## src/rtl/cache_pkg.sv

```systemverilog
`default_nettype none
// ============================================================================
// Module   : cache_pkg
// Purpose  : Shared constants and the fill-state type for the cache fill FSM.
// Revision : 1.0  initial release
// ============================================================================
package cache_pkg;

   localparam int BLOCK_WORDS = 8;
   localparam int WORD_OFF_W  = 3;

   // Clears the byte-within-block bits of a 16-bit address
   localparam logic [15:0] c_BLOCK_MASK = 16'hFFF0;

   typedef enum logic [0:0] {
      IDLE = 1'b0,
      FILL = 1'b1
   } fill_state_t;

endpackage
`default_nettype wire

```

## src/rtl/cache_fill_fsm_if.sv

```systemverilog
`default_nettype none
// ============================================================================
// Module   : cache_fill_fsm_if
// Purpose  : Miss, main-memory and cache-array signals of one fill controller.
// Revision : 1.0  initial release
// ============================================================================
interface cache_fill_fsm_if #(
   parameter int ADDR_W = 16,
   parameter int OFF_W  = 3
);
   import cache_pkg::*;

   logic              miss_detected;
   logic [ADDR_W-1:0] miss_address;
   logic              fsm_busy;
   logic              mem_enable;
   logic [ADDR_W-1:0] memory_address;
   logic              memory_valid;
   logic [15:0]       memory_data_in;
   logic              write_data_array;
   logic              write_tag_array;
   logic [OFF_W-1:0]  word_offset;
   logic [15:0]       data_out;

   modport master (
      input  miss_detected,
      input  miss_address,
      input  memory_valid,
      input  memory_data_in,
      output fsm_busy,
      output mem_enable,
      output memory_address,
      output write_data_array,
      output write_tag_array,
      output word_offset,
      output data_out
   );

   modport slave (
      output miss_detected,
      output miss_address,
      output memory_valid,
      output memory_data_in,
      input  fsm_busy,
      input  mem_enable,
      input  memory_address,
      input  write_data_array,
      input  write_tag_array,
      input  word_offset,
      input  data_out
   );

endinterface
`default_nettype wire

```

## src/rtl/cache_fill_fsm_fill_counter.sv

```systemverilog
`default_nettype none
// ============================================================================
// Module   : fill_counter
// Purpose  : Word counter with synchronous clear and increment enable.
// Revision : 1.0  initial release
// ============================================================================
module fill_counter #(
   parameter int WIDTH = 4
) (
   input  wire logic             clk,
   input  wire logic             rst_n,
   input  wire logic             i_clr,
   input  wire logic             i_inc,
   output logic      [WIDTH-1:0] o_cnt
);
   import cache_pkg::*;

   logic [WIDTH-1:0] r_cnt;

   always_ff @(posedge clk or negedge rst_n) begin
      if (!rst_n) begin
         r_cnt <= '0;
      end else if (i_clr) begin
         r_cnt <= '0;
      end else if (i_inc) begin
         r_cnt <= r_cnt + WIDTH'(1);
      end
   end

   assign o_cnt = r_cnt;

endmodule
`default_nettype wire

```

## src/rtl/cache_fill_fsm.sv

```systemverilog
`default_nettype none
// ============================================================================
// Module   : cache_fill_fsm
// Purpose  : Cache-miss block fill: one read per cycle, data/tag array writes.
//            Macro FILL_CRITICAL_WORD_FIRST_EN starts the fill at the missed word.
// Revision : 1.0  initial release
// ============================================================================
module cache_fill_fsm #(
   parameter int BLOCK_WORDS = 8,
   parameter int ADDR_W      = 16
) (
   input  wire logic         clk,
   input  wire logic         rst_n,
   cache_fill_fsm_if.master  bus
);
   import cache_pkg::*;

   localparam int                c_OFF_W     = $clog2(BLOCK_WORDS);
   localparam int                c_CNT_W     = c_OFF_W + 1;
   localparam logic [c_CNT_W-1:0] c_CNT_FULL = c_CNT_W'(BLOCK_WORDS);
   localparam logic [c_CNT_W-1:0] c_CNT_LAST = c_CNT_W'(BLOCK_WORDS - 1);
   localparam logic [ADDR_W-1:0]  c_BASE_MASK = ~ADDR_W'(2 * BLOCK_WORDS - 1);

   fill_state_t         r_state;
   fill_state_t         w_next;
   logic [ADDR_W-1:0]   r_base;
   logic [c_OFF_W-1:0]  w_start;
   logic [c_CNT_W-1:0]  w_req_cnt;
   logic [c_CNT_W-1:0]  w_rcv_cnt;
   logic                w_start_fill;
   logic                w_req_pend;
   logic                w_rcv_inc;
   logic                w_last_rcv;
   logic [c_OFF_W-1:0]  w_req_idx;
   logic [c_OFF_W-1:0]  w_rcv_idx;

   assign w_start_fill = (r_state == IDLE) && bus.miss_detected;
   assign w_req_pend   = (r_state == FILL) && (w_req_cnt < c_CNT_FULL);
   assign w_rcv_inc    = (r_state == FILL) && bus.memory_valid;
   assign w_last_rcv   = w_rcv_inc && (w_rcv_cnt == c_CNT_LAST);

   fill_counter #(.WIDTH(c_CNT_W)) u_req_cnt (
      .clk   (clk),
      .rst_n (rst_n),
      .i_clr (w_start_fill),
      .i_inc (w_req_pend),
      .o_cnt (w_req_cnt)
   );

   fill_counter #(.WIDTH(c_CNT_W)) u_rcv_cnt (
      .clk   (clk),
      .rst_n (rst_n),
      .i_clr (w_start_fill),
      .i_inc (w_rcv_inc),
      .o_cnt (w_rcv_cnt)
   );

   always_ff @(posedge clk or negedge rst_n) begin
      if (!rst_n) begin
         r_base <= '0;
      end else if (w_start_fill) begin
         r_base <= bus.miss_address & c_BASE_MASK;
      end
   end

`ifdef FILL_CRITICAL_WORD_FIRST_EN
   logic [c_OFF_W-1:0] r_start;

   always_ff @(posedge clk or negedge rst_n) begin
      if (!rst_n) begin
         r_start <= '0;
      end else if (w_start_fill) begin
         r_start <= bus.miss_address[c_OFF_W:1];
      end
   end

   assign w_start = r_start;
`else
   assign w_start = '0;
`endif

   // Word indices wrap modulo the block size by truncation
   assign w_req_idx = w_start + w_req_cnt[c_OFF_W-1:0];
   assign w_rcv_idx = w_start + w_rcv_cnt[c_OFF_W-1:0];

   always_ff @(posedge clk or negedge rst_n) begin
      if (!rst_n) begin
         r_state <= IDLE;
      end else begin
         r_state <= w_next;
      end
   end

   always_comb begin
      w_next = r_state;
      case (r_state)
         IDLE:    if (bus.miss_detected) w_next = FILL;
         FILL:    if (w_last_rcv)        w_next = IDLE;
         default: w_next = IDLE;
      endcase
   end

   always_comb begin
      bus.fsm_busy         = 1'b0;
      bus.mem_enable       = 1'b0;
      bus.memory_address   = '0;
      bus.write_data_array = 1'b0;
      bus.write_tag_array  = 1'b0;
      bus.word_offset      = '0;
      if (r_state == FILL) begin
         bus.fsm_busy         = 1'b1;
         bus.word_offset      = w_rcv_idx;
         bus.write_data_array = bus.memory_valid;
         bus.write_tag_array  = w_last_rcv;
         if (w_req_pend) begin
            bus.mem_enable     = 1'b1;
            bus.memory_address = r_base + ADDR_W'({w_req_idx, 1'b0});
         end
      end
   end

   assign bus.data_out = bus.memory_data_in;

endmodule
`default_nettype wire

```

## src/flat_wrapper.sv

```systemverilog
// flat-port wrapper written by rule: the top's interface ports become plain ports
module cache_fill_fsm_flat import cache_pkg::*;
#(
   parameter int BLOCK_WORDS = 8,
   parameter int ADDR_W      = 16
)
  (clk, rst_n, bus_miss_detected, bus_miss_address, bus_memory_valid, bus_memory_data_in, bus_fsm_busy, bus_mem_enable, bus_memory_address, bus_write_data_array, bus_write_tag_array, bus_word_offset, bus_data_out);
  cache_fill_fsm_if #(.ADDR_W(ADDR_W), .OFF_W(3)) bus_i ();
  input  wire logic clk;
  input  wire logic rst_n;
  input wire logic [$bits(bus_i.miss_detected)-1:0] bus_miss_detected;
  input wire logic [$bits(bus_i.miss_address)-1:0] bus_miss_address;
  input wire logic [$bits(bus_i.memory_valid)-1:0] bus_memory_valid;
  input wire logic [$bits(bus_i.memory_data_in)-1:0] bus_memory_data_in;
  output wire logic [$bits(bus_i.fsm_busy)-1:0] bus_fsm_busy;
  output wire logic [$bits(bus_i.mem_enable)-1:0] bus_mem_enable;
  output wire logic [$bits(bus_i.memory_address)-1:0] bus_memory_address;
  output wire logic [$bits(bus_i.write_data_array)-1:0] bus_write_data_array;
  output wire logic [$bits(bus_i.write_tag_array)-1:0] bus_write_tag_array;
  output wire logic [$bits(bus_i.word_offset)-1:0] bus_word_offset;
  output wire logic [$bits(bus_i.data_out)-1:0] bus_data_out;
  assign bus_i.miss_detected = bus_miss_detected;
  assign bus_i.miss_address = bus_miss_address;
  assign bus_i.memory_valid = bus_memory_valid;
  assign bus_i.memory_data_in = bus_memory_data_in;
  assign bus_fsm_busy = bus_i.fsm_busy;
  assign bus_mem_enable = bus_i.mem_enable;
  assign bus_memory_address = bus_i.memory_address;
  assign bus_write_data_array = bus_i.write_data_array;
  assign bus_write_tag_array = bus_i.write_tag_array;
  assign bus_word_offset = bus_i.word_offset;
  assign bus_data_out = bus_i.data_out;
  cache_fill_fsm #(.BLOCK_WORDS(BLOCK_WORDS), .ADDR_W(ADDR_W)) u_core (.clk(clk), .rst_n(rst_n), .bus(bus_i));
endmodule
```

## config.mk

```make
export PLATFORM = sky130hd
export DESIGN_NAME = cache_fill_fsm_flat
export DESIGN_NICKNAME = d
export VERILOG_FILES = /design/src/rtl/cache_pkg.sv /design/src/rtl/cache_fill_fsm_if.sv /design/src/rtl/cache_fill_fsm_fill_counter.sv /design/src/rtl/cache_fill_fsm.sv /design/src/flat_wrapper.sv
export SDC_FILE = /design/constraint.sdc
export NUM_CORES = 1
export LEC_CHECK = 0
export ABC_AREA = 1
export CAP_MARGIN = 30
export CORE_MARGIN = 4
export CORE_UTILIZATION = 39
export DETAILED_ROUTE_END_ITERATION = 10
export PLACE_DENSITY = 0.86
export SYNTH_ARGS = -nofsm -noshare
export SYNTH_HDL_FRONTEND = slang
export SYNTH_SLANG_ARGS = --single-unit
```

## constraint.sdc

```tcl
create_clock -name clk -period 1.7 [get_ports clk]
set_input_delay 0.34 -clock clk [delete_from_list [all_inputs] [get_ports clk]]
set_output_delay 0.34 -clock clk [all_outputs]
set_load 0.01 [all_outputs]
```

# Word level (Yosys, flattened, before mapping)
# Cells that the tools add are included.
classes:
  n_addsub: 3
  n_lt_le_gt_ge: 1
  n_eq_ne: 1
  mux: 15
  bitwise: 1
  n_reduce_logical: 6
ops:
  columns: ["op", "count"]
  rows:
  - ["$mux W16", 2]
  - ["$add A16 B4 Y16", 1]
  - ["$mux W4", 4]
  - ["$add A4 B1 Y4 const B", 2]
  - ["$mux W1", 7]
  - ["$eq A4 B3 Y1 const B", 1]
  - ["$logic_and A1 B1 Y1", 4]
  - ["$lt A4 B4 Y1 const B", 1]
  - ["$reduce_bool A2 Y1", 2]
  - ["$mux W3", 1]
  - ["$pmux W1 S2", 1]
  - ["$not A1 Y1", 1]
totals:
  register_bits: 21
  out_inout_bits: 39
  elab_cells: 31

# Longest topological paths before layout
logic_depth:
  depth_word: 4
  ltp_mapped: 7
  depth_no_buf: 5

# Modules after synthesis
# A second synthesis with hierarchy kept.
hier_totals:
  cells_unflattened: 157
  hier_area_um2: 1288.7
by_module_without_submodules:
  columns: ["module", "n_inst", "cells_each", "area_per_inst_um2"]
  rows:
  - ["cache_fill_fsm", 1, 109, 885.8]
  - ["fill_counter", 2, 24, 201.4]

# Worst setup path after synthesis
# OpenSTA, ideal clock, no wires.
synth_timing:
  path_kind: "flip-flop to output port"
  start: "reg u_core.r_state"
  end: "out bus_memory_address[10]"
  t_arrival_ps: 981
  t_required_ps: 1360
  slack_ps: 379
  stages_incl_launch_ff: 5
  n_path_buf: 2
  cell_sequence: "dfrtp_1 buf_6 nand2_2 buf_2 nor2_1"
synth_between:
  elab_chain_cells: 3
synth_lines:
  columns: ["element", "line_no", "rtl"]
  rows:
  - ["start, declared", "cache_fill_fsm.sv:24", "fill_state_t r_state;"]
  - ["start signal, assigned", "cache_fill_fsm.sv:90", "r_state <= w_next;"]
  - ["$logic_and A1 B1 Y1", "cache_fill_fsm.sv:38", "assign w_req_pend = (r_state == FILL) && (w_req_cnt < c_CNT_FULL);"]
  - ["$mux W16", "cache_fill_fsm.sv:115", "if (w_req_pend) begin"]
  - ["$mux W16 (*)", "cache_fill_fsm.sv:110", "if (r_state == FILL) begin"]
  - ["end, declared", "flat_wrapper.sv:17", "output wire logic [$bits(bus_i.memory_address)-1:0] bus_memory_address;"]
# Mark *: on every way between the ends. The rest lies on a longest branch, timed or not.

# Worst setup path after layout
layout_timing:
  start: "reg u_core.r_state"
  end: "out bus_write_data_array"
layout_between:
  elab_chain_cells: 1
layout_lines:
  columns: ["element", "line_no", "rtl"]
  rows:
  - ["$mux W1", "cache_fill_fsm.sv:110", null]
  - ["end, declared", "flat_wrapper.sv:18", "output wire logic [$bits(bus_i.write_data_array)-1:0] bus_write_data_array;"]
# Every way passes these cells.

==> results_dict.tcl <==
set metrics [dict create \
    status "finished clean" \
    startpoint "u_core.r_state$_DFF_PN0_" \
    wirelength_um 2580 \
    cap_violations 0 \
    drc 0 \
    path_class "reg -> out" \
    coreArea_um2 2850 \
    r2r_setup_slack_ns 0.35 \
    fin_nets 220 \
    clkLatencyLatePin_ns 0.31 \
    finalNonFillerCells 212 \
    topRoutingLayerUsed "met4" \
    ys_seq_elements 21 \
    ir_worst_vdd_uv 719 \
    setup_viol 0 \
    drt-initial-drc-count 33 \
    synth_nets 182 \
    initial_core_util_pct 42.2 \
    rsz0062_at_grt "yes" \
    r2r_cells 7 \
    avgViaCountPerCell 4.54 \
    overflow 0 \
    clk_path_buf_depth 2 \
    die_area_um2 4040 \
    postSynthAreaPerCell_um2 8.36 \
    critPathMaxFanout 4 \
    diodes 0 \
    fp.dieH_um 63.6 \
    wl_per_cell_um 12.2 \
    io_pins 75 \
    period_needed_ns 1.65 \
    finalCritPeriodShare_pct 97.0 \
    hold_viol_final 0 \
    critPathLaunchType "register" \
    r2r-end "u_core.r_base[12]$_DFFE_PN0P_" \
    place_congestion 0.802 \
    skew_ns 0.00832 \
    syn2layout_area_growth_pct 31.6 \
    dp_hpwl_um 1940 \
    cts_root_buffer "clkbuf_4" \
    reg2reg_from "u_core.r_state$_DFF_PN0_" \
    std_cell_rows 19 \
    crit_path_end_kind "primary output" \
    postRouteAntennaNets 0 \
    grt_max_degree 26 \
    cts_tree "done" \
    wl_met2_um 1290 \
    antenna_found_initial 0 \
    place_area_um2 1560 \
    numCtsBuffers 3 \
    h-tree-depth 1 \
    grt_pass1_wl_um 4190 \
    cp-endpoint "bus_write_data_array" \
    wl_met1_um 1030 \
    leakage_nw 0.813 \
    drt_pre_antenna_iters 4 \
    numClockSinks 21 \
    vias 963 \
    fmax_ghz 0.606 \
    path_clk_slew_ns 0.12 \
    syn_inst 144 \
    critPathArrivalTime_ns 1.31 \
    worstPathRequired_ns 1.36 \
    synth_area_um2 1200 \
    grt_usage_pct 13.2 \
    fin_util_pct 55.5 \
    synth_cell_types 22 \
    portBuffers 37 \
    final_area_um2 1580 \
    seq_area_frac_synth_pct 43.7 \
    die_x_um 63.6 \
    ys.warnings.count 0 \
    place_inst 206 \
    wl_met3_um 184 \
    hold_class "in -> async" \
    final_max_slew_viol_count 0 \
    power_w 0.00279 \
    powerDensity_nw_per_um2 1760 \
    n_fill_cell 276 \
    grt_pass1_vias 953 \
    drive_gt1_share_pct 36.5 \
]
-- kinds of logic after synthesis --
family	after synthesis	share of synthesized area [%]
fa+ha+maj	2	2.08
flops	21	43.7
simple gates	56	20.3
other cells	1	0.312
xor+xnor	1	0.728
buf+inv	44	21.6
compound gates	19	11.3
-- registers in the layout (all words and copies together) (netlist names) --
signal and flops:
u_core.r_state 1, u_core.u_req_cnt.o_cnt 4, u_core.r_base 12, u_core.u_rcv_cnt.o_cnt 4
-- metal layers --
layer / up-vias / track usage [%]
li1: 491 / -
met1: 435 / 14.3
met2: 29 / 21.9
met3: 8 / 3.20
met4: 0 / 9.97
met5: - / 0
-- area by class of cell --
| class | count | area (um^2) | area share (%) |
|---|---|---|---|
| clock buffers | 3 | 22.5 | 1.42 |
| clock inverters | 1 | 5.00 | 0.316 |
| inverters | 23 | 93.8 | 5.92 |
| multi-input cells | 79 | 467 | 29.5 |
| flip-flops and latches | 21 | 526 | 33.2 |
| well taps | 31 | 38.8 | 2.45 |
| repair buffers | 54 | 432 | 27.3 |
-- timing repair --
item,in CTS,in global routing
pin swaps,0,2
gates resized for setup,78,16
buffers inserted,2,1
hold buffers,0,0
endpoints found under the setup margin,22,15
-- worst min path at each step --
stage                                             from                                     to  slack (ns)
after global placement    u_core.r_base[8]$_DFFE_PN0P_           u_core.r_base[8]$_DFFE_PN0P_        0.50
after CTS                                        rst_n  u_core.u_req_cnt.o_cnt[1]$_DFFE_PN0P_        0.35
after global routing                             rst_n          u_core.r_base[13]$_DFFE_PN0P_        0.37
after floorplan                                  rst_n          u_core.r_base[10]$_DFFE_PN0P_        0.04
final                                            rst_n  u_core.u_req_cnt.o_cnt[1]$_DFFE_PN0P_        0.35
after detailed placement  u_core.r_base[8]$_DFFE_PN0P_           u_core.r_base[8]$_DFFE_PN0P_        0.51
-- power breakdown --
group / total [W] / internal, W / switching (W) / leakage [nW]
logic: 0.00169 / 0.000810 / 0.000880 / 0.539
registers: 0.000854 / 0.000731 / 0.000123 / 0.257
clock network: 0.000247 / 0.0000880 / 0.000159 / 0.0177
total: 0.00279 / 0.00163 / 0.00116 / 0.813
-- cell usage after synthesis, drive strengths merged --
library cell | instances | area (um^2)
a21oi | 2 | 10.0
nand2 | 28 | 126
dfrtp | 21 | 526
conb | 1 | 3.75
ha | 2 | 25.0
nor2 | 20 | 77.6
o22ai | 1 | 12.5
inv | 23 | 93.9
o21ai | 16 | 114
buf | 21 | 166
nor3 | 1 | 5.00
xnor2 | 1 | 8.76
nand3 | 7 | 35.0
-- cell usage in the layout (no fill, tap or decap), types with 2 or more instances in the layout --
master,count
a21oi_1,2
buf_2,15
buf_4,12
buf_6,6
clkbuf_4,3
clkdlybuf4s50_1,15
dfrtp_1,21
dlygate4sd2_1,5
inv_1,19
inv_2,2
nand2_1,24
nand2_2,2
nand2_8,2
nand3_1,7
nor2_1,11
nor2_2,7
nor2_4,2
o21ai_0,4
o21ai_1,3
o21ai_2,9
-- critical path, stage by stage (launching register included) --
cell           delay [ns]
dfrtp_1              0.44
buf_4                0.17
nand2_2              0.07
inv_1                0.05
dlygate4sd2_1        0.27
-- through the flow --
step / setup WS, ns / setup TNS [ns] / hold slack [ns]
after floorplan: 0.379 / 0 / 0.0444
after global placement: -0.143 / -0.247 / 0.503
after detailed placement: -0.155 / -0.407 / 0.510
after CTS: -0.00368 / -0.00368 / 0.354
after global routing: -0.0164 / -0.0200 / 0.370
final: 0.0503 / 0 / 0.354
Note: power is estimated with default switching activity, not from simulation.
